--- src/rtl/ste_snd_fifo.sv ---
// ste_snd_fifo: shifter-side sound DMA receiver. Captures 16-bit words on the
// falling edge of sload_n into a small FIFO and plays them out as signed 8-bit
// left/right samples at the selected rate, requesting more words via sreq.
// Build option: define SND_UNDERRUN_MUTE_EN to output silence (with stb) on
// an underrun tick instead of holding the last sample.
module ste_snd_fifo #(
   parameter int DEPTH    = 4,
   parameter int BASE_DIV = 640
) (
   input  logic        clk32,
   input  logic        por,
   input  logic        sndon,
   input  logic        sload_n,
   input  logic [15:0] d,
   input  logic        stereo,
   input  logic [1:0]  rate,
   output logic        sreq,
   output logic [7:0]  left,
   output logic [7:0]  right,
   output logic        stb,
   output logic        ovf,
   output logic        unf
);

   localparam int PW = $clog2(DEPTH);
   localparam int CW = PW + 1;
   // must hold BASE_DIV*8 (slowest period) without wrapping
   localparam int SW = $clog2(BASE_DIV * 8 + 1);
   localparam logic [CW-1:0] DEPTH_C = CW'(DEPTH);
   localparam logic [SW-1:0] BASE_C  = SW'(BASE_DIV);

   logic [15:0]   mem_q [DEPTH];
   logic          sload_q, sload_d;
   logic          sndon_q, sndon_d;
   logic [PW-1:0] wptr_q, wptr_d;
   logic [PW-1:0] rptr_q, rptr_d;
   logic [CW-1:0] cnt_q, cnt_d;
   logic [SW-1:0] presc_q, presc_d;
   logic          phase_q, phase_d;
   logic          sreq_q, sreq_d;
   logic [7:0]    left_q, left_d;
   logic [7:0]    right_q, right_d;
   logic          stb_q, stb_d;
   logic          ovf_q, ovf_d;
   logic          unf_q, unf_d;

   logic          load, rise, empty, full, tick, pop, push;
   logic [15:0]   rd_word;
   logic [SW-1:0] reload;

   // Next-state logic: load detect, prescaler, pop/push, sample output, flags.
   always_comb begin
      load    = sload_q & ~sload_n;
      rise    = sndon & ~sndon_q;
      empty   = (cnt_q == '0);
      full    = (cnt_q == DEPTH_C);
      tick    = sndon & (presc_q == '0);
      rd_word = mem_q[rptr_q];
      reload  = (BASE_C << (2'd3 - rate)) - SW'(1);
      // a mono word is only consumed on its second (low byte) tick
      pop     = tick & ~empty & (stereo | phase_q);
      // pop is evaluated first, so a full FIFO being drained still accepts
      push    = load & sndon & (~full | pop);

      sload_d = sload_n;
      sndon_d = sndon;
      wptr_d  = wptr_q;
      rptr_d  = rptr_q;
      cnt_d   = cnt_q;
      presc_d = presc_q;
      phase_d = phase_q;
      left_d  = left_q;
      right_d = right_q;
      stb_d   = 1'b0;
      ovf_d   = ovf_q;
      unf_d   = unf_q;

      if (!sndon) begin
         wptr_d  = '0;
         rptr_d  = '0;
         cnt_d   = '0;
         presc_d = reload;
         phase_d = 1'b0;
         left_d  = '0;
         right_d = '0;
      end else begin
         if (rise) begin
            ovf_d = 1'b0;
            unf_d = 1'b0;
         end
         presc_d = tick ? reload : presc_q - SW'(1);
         if (tick) begin
            if (empty) begin
               unf_d = 1'b1;
`ifdef SND_UNDERRUN_MUTE_EN
               left_d  = '0;
               right_d = '0;
               stb_d   = 1'b1;
`endif
            end else begin
               stb_d = 1'b1;
               if (stereo) begin
                  left_d  = rd_word[15:8];
                  right_d = rd_word[7:0];
               end else if (!phase_q) begin
                  left_d  = rd_word[15:8];
                  right_d = rd_word[15:8];
               end else begin
                  left_d  = rd_word[7:0];
                  right_d = rd_word[7:0];
               end
               phase_d = ~phase_q;
            end
         end
         if (stereo) phase_d = 1'b0;
         if (pop)  rptr_d = rptr_q + PW'(1);
         if (push) wptr_d = wptr_q + PW'(1);
         // sndon is high here, so a load that is not pushed hit a full FIFO
         if (load && !push) ovf_d = 1'b1;
         cnt_d = cnt_q + CW'(push) - CW'(pop);
      end
      // two free slots leave room for the load already in flight at the MCU
      sreq_d = sndon & ((DEPTH_C - cnt_d) >= CW'(2));
   end

   // FIFO storage; contents need no reset since count gates every read.
   always_ff @(posedge clk32) begin
      if (push) mem_q[wptr_q] <= d;
   end

   // State and registered outputs.
   always_ff @(posedge clk32 or posedge por) begin
      if (por) begin
         sload_q <= 1'b1;
         sndon_q <= 1'b0;
         wptr_q  <= '0;
         rptr_q  <= '0;
         cnt_q   <= '0;
         presc_q <= '0;
         phase_q <= 1'b0;
         sreq_q  <= 1'b0;
         left_q  <= '0;
         right_q <= '0;
         stb_q   <= 1'b0;
         ovf_q   <= 1'b0;
         unf_q   <= 1'b0;
      end else begin
         sload_q <= sload_d;
         sndon_q <= sndon_d;
         wptr_q  <= wptr_d;
         rptr_q  <= rptr_d;
         cnt_q   <= cnt_d;
         presc_q <= presc_d;
         phase_q <= phase_d;
         sreq_q  <= sreq_d;
         left_q  <= left_d;
         right_q <= right_d;
         stb_q   <= stb_d;
         ovf_q   <= ovf_d;
         unf_q   <= unf_d;
      end
   end

   assign sreq  = sreq_q;
   assign left  = left_q;
   assign right = right_q;
   assign stb   = stb_q;
   assign ovf   = ovf_q;
   assign unf   = unf_q;

endmodule

--- config.mk ---
export PLATFORM = sky130hd
export DESIGN_NAME = ste_snd_fifo
export DESIGN_NICKNAME = d
export VERILOG_FILES = /design/src/rtl/ste_snd_fifo.sv
export SDC_FILE = /design/constraint.sdc
export NUM_CORES = 1
export LEC_CHECK = 0
export ABC_AREA = 1
export ABC_CLOCK_PERIOD_IN_PS = 3000
export CORE_ASPECT_RATIO = 1.75
export CORE_MARGIN = 2
export CORE_UTILIZATION = 50
export DETAILED_ROUTE_END_ITERATION = 8
export PLACE_DENSITY = 0.7
export SETUP_SLACK_MARGIN = 0.4
export SYNTH_ARGS = -nofsm -noshare
export SYNTH_HDL_FRONTEND = slang
export SYNTH_SLANG_ARGS = --single-unit
--- constraint.sdc ---
create_clock -name clk32 -period 3 [get_ports clk32]
set_input_delay 0.9 -clock clk32 [delete_from_list [all_inputs] [get_ports clk32]]
set_output_delay 0.9 -clock clk32 [all_outputs]
set_load 0.02 [all_outputs]
==> run_results.csv <==
group,metric,value,unit
status,status,"finished clean",
drt,first_pass_iters,5,
yosys,syn_area_per_cell,10.5,µm²
drt,vias,3484,
worst_setup_path,cp_top_family,"adder cells",
final_layout,utilization,0.646,
final_layout,diodes,0,
drt,antenna_left,0,
final_layout,layout_commonest_cell,"nand2_1",
worst_setup_path,cp_slowest_cell,"fa_1",
global_routing,grt_antenna_before_repair,0,
pwr,p_seq_frac,0.504,
worst_setup_path,path_cells,"buf_6 > buf_6 > inv_12 > a21oi_4 > nand4_4 > nand2_4 > nand2_4 > ha_4 > inv_2 > ha_4 > fa_1 > nand2_2 > inv_2 > ha_4 > nand3_2 > o21ai_1 > inv_1",
yosys,yosysWarnings,0,
pwr,total_power,3.21,mW
timing,final-setup-viol-count,0,
worst_setup_path,rrSetupSlack,0.22,ns
global_routing,grt_max_degree,44,
timing,final.min_clock_period,2.78,ns
drt,dr.first_iter.drc_count,201,
die,die_w,78.3,µm
drt,wl_per_cell,16.0,µm
die,dieArea,10500,µm²
worst_setup_path,r2r-end,"sreq",
worst_setup_path,cpMostUsedCell,"ha_4",
worst_setup_path,startpoint,"sndon",
final_layout,syn_to_final_growth,25.9,%
pwr,power.density,528,nW/µm²
timing,maxSlewHeadroom,0.575,
worst_setup_path,crit_required,3.24,ns
worst_setup_path,reg2reg_from,"presc_q[0]",
global_routing,grt_pass1_vias,3586,
worst_setup_path,cp_max_fo,3,
pwr,clkPwrFrac,0.423,
timing,worst_pin_slew,0.637,ns
drt,vias_per_cell,5.29,
yosys,synth-main-ff-cell,"edfxtp_1",
job,cap_violations,0,
timing,fin_ws,0.219,ns
worst_setup_path,cp.arrival,3.02,ns
yosys,synth.distinct_cells,33,
clock_tree,clk_latency,0.35,ns
die,die_h,134,µm
placement,hpwl,6890,µm
drt,drt_wl_total,10500,µm
yosys,ys_ff_latch,107,
global_routing,grt_overflow,0,
yosys,async_flop_share,0.402,
global_routing,grt_pass1_wl,17100,µm
pwr,switchingPower,0.668,mW
pwr,comb_power_share,0.073,
clock_tree,holdBufCountCts,0,
yosys,synth_area_leader_cell,"edfxtp_1",
final_layout,final_cell_mix,"nand2_1, edfxtp_1, nand3_1",
worst_setup_path,path_class,"primary input to flip-flop",
worst_setup_path,critPathBufInv,6,
timing,fmax,360,MHz
yosys,netlist_area,4830,µm²
timing,rsz0062_at_grt,"true",
pwr,p_sw_frac,0.208,
yosys,synth_nets,497,
die,start_util,0.513,
clock_tree,h-tree-depth,3,
die,pin_count,43,
die,core-area,9410,µm²
timing,fin_crit_sh,0.927,
global_routing,grt_usage,0.215,
yosys,ys_seq_area_frac,0.621,
pwr,p_int,2.54,mW
clock_tree,cts_buffer_depth,2,
placement,portBuffers,42,
clock_tree,clk_transition_reported_paths,0.07,ns
final_layout,drive_gt1_frac,0.168,
clock_tree,root_buffer,"clkbuf_16",
clock_tree,cts_sinks,107,
worst_setup_path,crit_cells,17,
placement,pre_cts_slack,-0.645,ns
final_layout,final_nets,570,
pwr,p_leak,2.48,nW
drt,drc,0,
yosys,synth_top_area_frac,0.398,
min_path,hp-class,"flip-flop to flip-flop",
clock_tree,cts-buffers-inserted,9,
die,core.rowCount,47,
yosys,ys_top_cells_by_area,"edfxtp_1, dfrtp_1, nand2_1",
timing,finClkSkew,0.00718,ns
worst_setup_path,cp-end-kind,"flip-flop",
timing,drv_slew,0,
worst_setup_path,cp-start-kind,"primary input",
worst_setup_path,endpoint,"sreq",
clock_tree,cts_tree,"yes",
yosys,syn_inst,458,
worst_setup_path,rr_worst_depth,19,
worst_setup_path,slowest_delay,0.45,ns
yosys,synth-edff-count,64,
pwr,ir_worst_vdd,0.391,mV
timing,timing.final.hold_violations,0,
placement,gp_congestion,0.831,
==> cell families (layout without fill, tap and decap cells) <==
kind of cell	Yosys count	after routing	synth area share
adder cells (fa/ha/maj)	16	16	0.0430
buffers and inverters	50	128	0.0495
AND/OR/NAND/NOR	235	235	0.225
AO/OA/AOI/OAI	42	42	0.0467
flip-flops	107	107	0.621
XOR/XNOR	8	8	0.0145
==> per-layer routing <==
layer	GRT usage	vias up	wire (µm)
met2	0.396	76	5900
met1	0.233	1708	4010
met5	0	-	0
li1	-	1674	-
met3	0.0350	26	330
met4	0.108	0	290
==> sequential cells by signal, summed over array words and instances (netlist names), 2 cells and up <==
register and cells:
presc_q 13, rptr_q 2, mem_q 64, right 8, wptr_q 2, cnt_q 3
left 8
==> power groups by stage <==
stage	clock network, mW	registers [mW]	logic (mW)
final	1.36	1.62	0.233
after global routing	1.43	1.62	0.258
after CTS	1.38	1.62	0.231
after detailed placement	0	1.65	0.204
after global placement	0	1.65	0.199
after floorplan	0	1.65	0.115
==> final cells by class <==
| type | count | area, µm² |
|---|---|---|
| Clock buffer | 11 | 243 |
| Clock inverter | 5 | 108 |
| Fill cell | 751 | 3330 |
| Inverter | 34 | 140 |
| Multi-Input combinational cell | 301 | 1690 |
| Sequential cell | 107 | 3000 |
| Tap cell | 122 | 153 |
| Timing Repair Buffer | 78 | 743 |
==> repair_timing <==
| action | CTS | global route |
|---|---|---|
| setup endpoints to repair | 3 | 2 |
| gates resized for setup | 24 | 1 |
| setup buffers | 17 | 1 |
| pin swaps | 11 | 2 |
==> synth_stat cells, types with 2 or more instances <==
master and number:
buf_2 10, inv_1 30, xnor2_1 2, ha_1 15
xor2_1 6, nor2_1 23, buf_6 3, nand2_4 3
nand2_2 3, o21ai_1 2, inv_2 4, o21ai_0 20
edfxtp_1 64, nand3b_1 2, a21oi_1 15, nand4_1 7
nor2_4 6, clkbuf_1 2, o211ai_1 2, nand2_1 129
dfrtp_1 42, nand3_1 57
==> worst reg2reg max path, stage by stage, from the launching register on <==
cell and delay [ns]:
dfrtp_1 0.40, inv_2 0.09, ha_4 0.12, inv_2 0.03, nor2_2 0.10, nand2_2 0.07
nor2_4 0.11, nand4_4 0.11, nand2_4 0.10, nand2_4 0.05, ha_4 0.26, inv_2 0.03
ha_4 0.14, fa_1 0.45, nand2_2 0.10, inv_2 0.05, ha_4 0.26, nand3_2 0.05
o21ai_1 0.11, inv_1 0.04
==> worst min path at each step <==
stage | startpoint | cells past startpoint | end | slack [ns]
after detailed placement | presc_q[0] | 1 | presc_q[0] | 0.43
after global placement | presc_q[0] | 1 | presc_q[0] | 0.42
after CTS | presc_q[0] | 1 | presc_q[0] | 0.46
after global routing | left[1] | 2 | left[1] | 0.52
after floorplan | presc_q[0] | 1 | presc_q[0] | 0.41
final | left[7] | 2 | left[7] | 0.48
==> stage by stage <==
step                TNS, ns  instance area (µm²)  hold WS (ns)  instances
floorplan                 0                 4900         0.409        458
global placement     -0.853                 5540         0.423        624
detailed placement    -1.07                 5540         0.431        624
CTS                       0                 6060         0.457        657
global route              0                 6070         0.517        658
finish                    0                 6070         0.484        658
(Power assumes the default switching activity.)
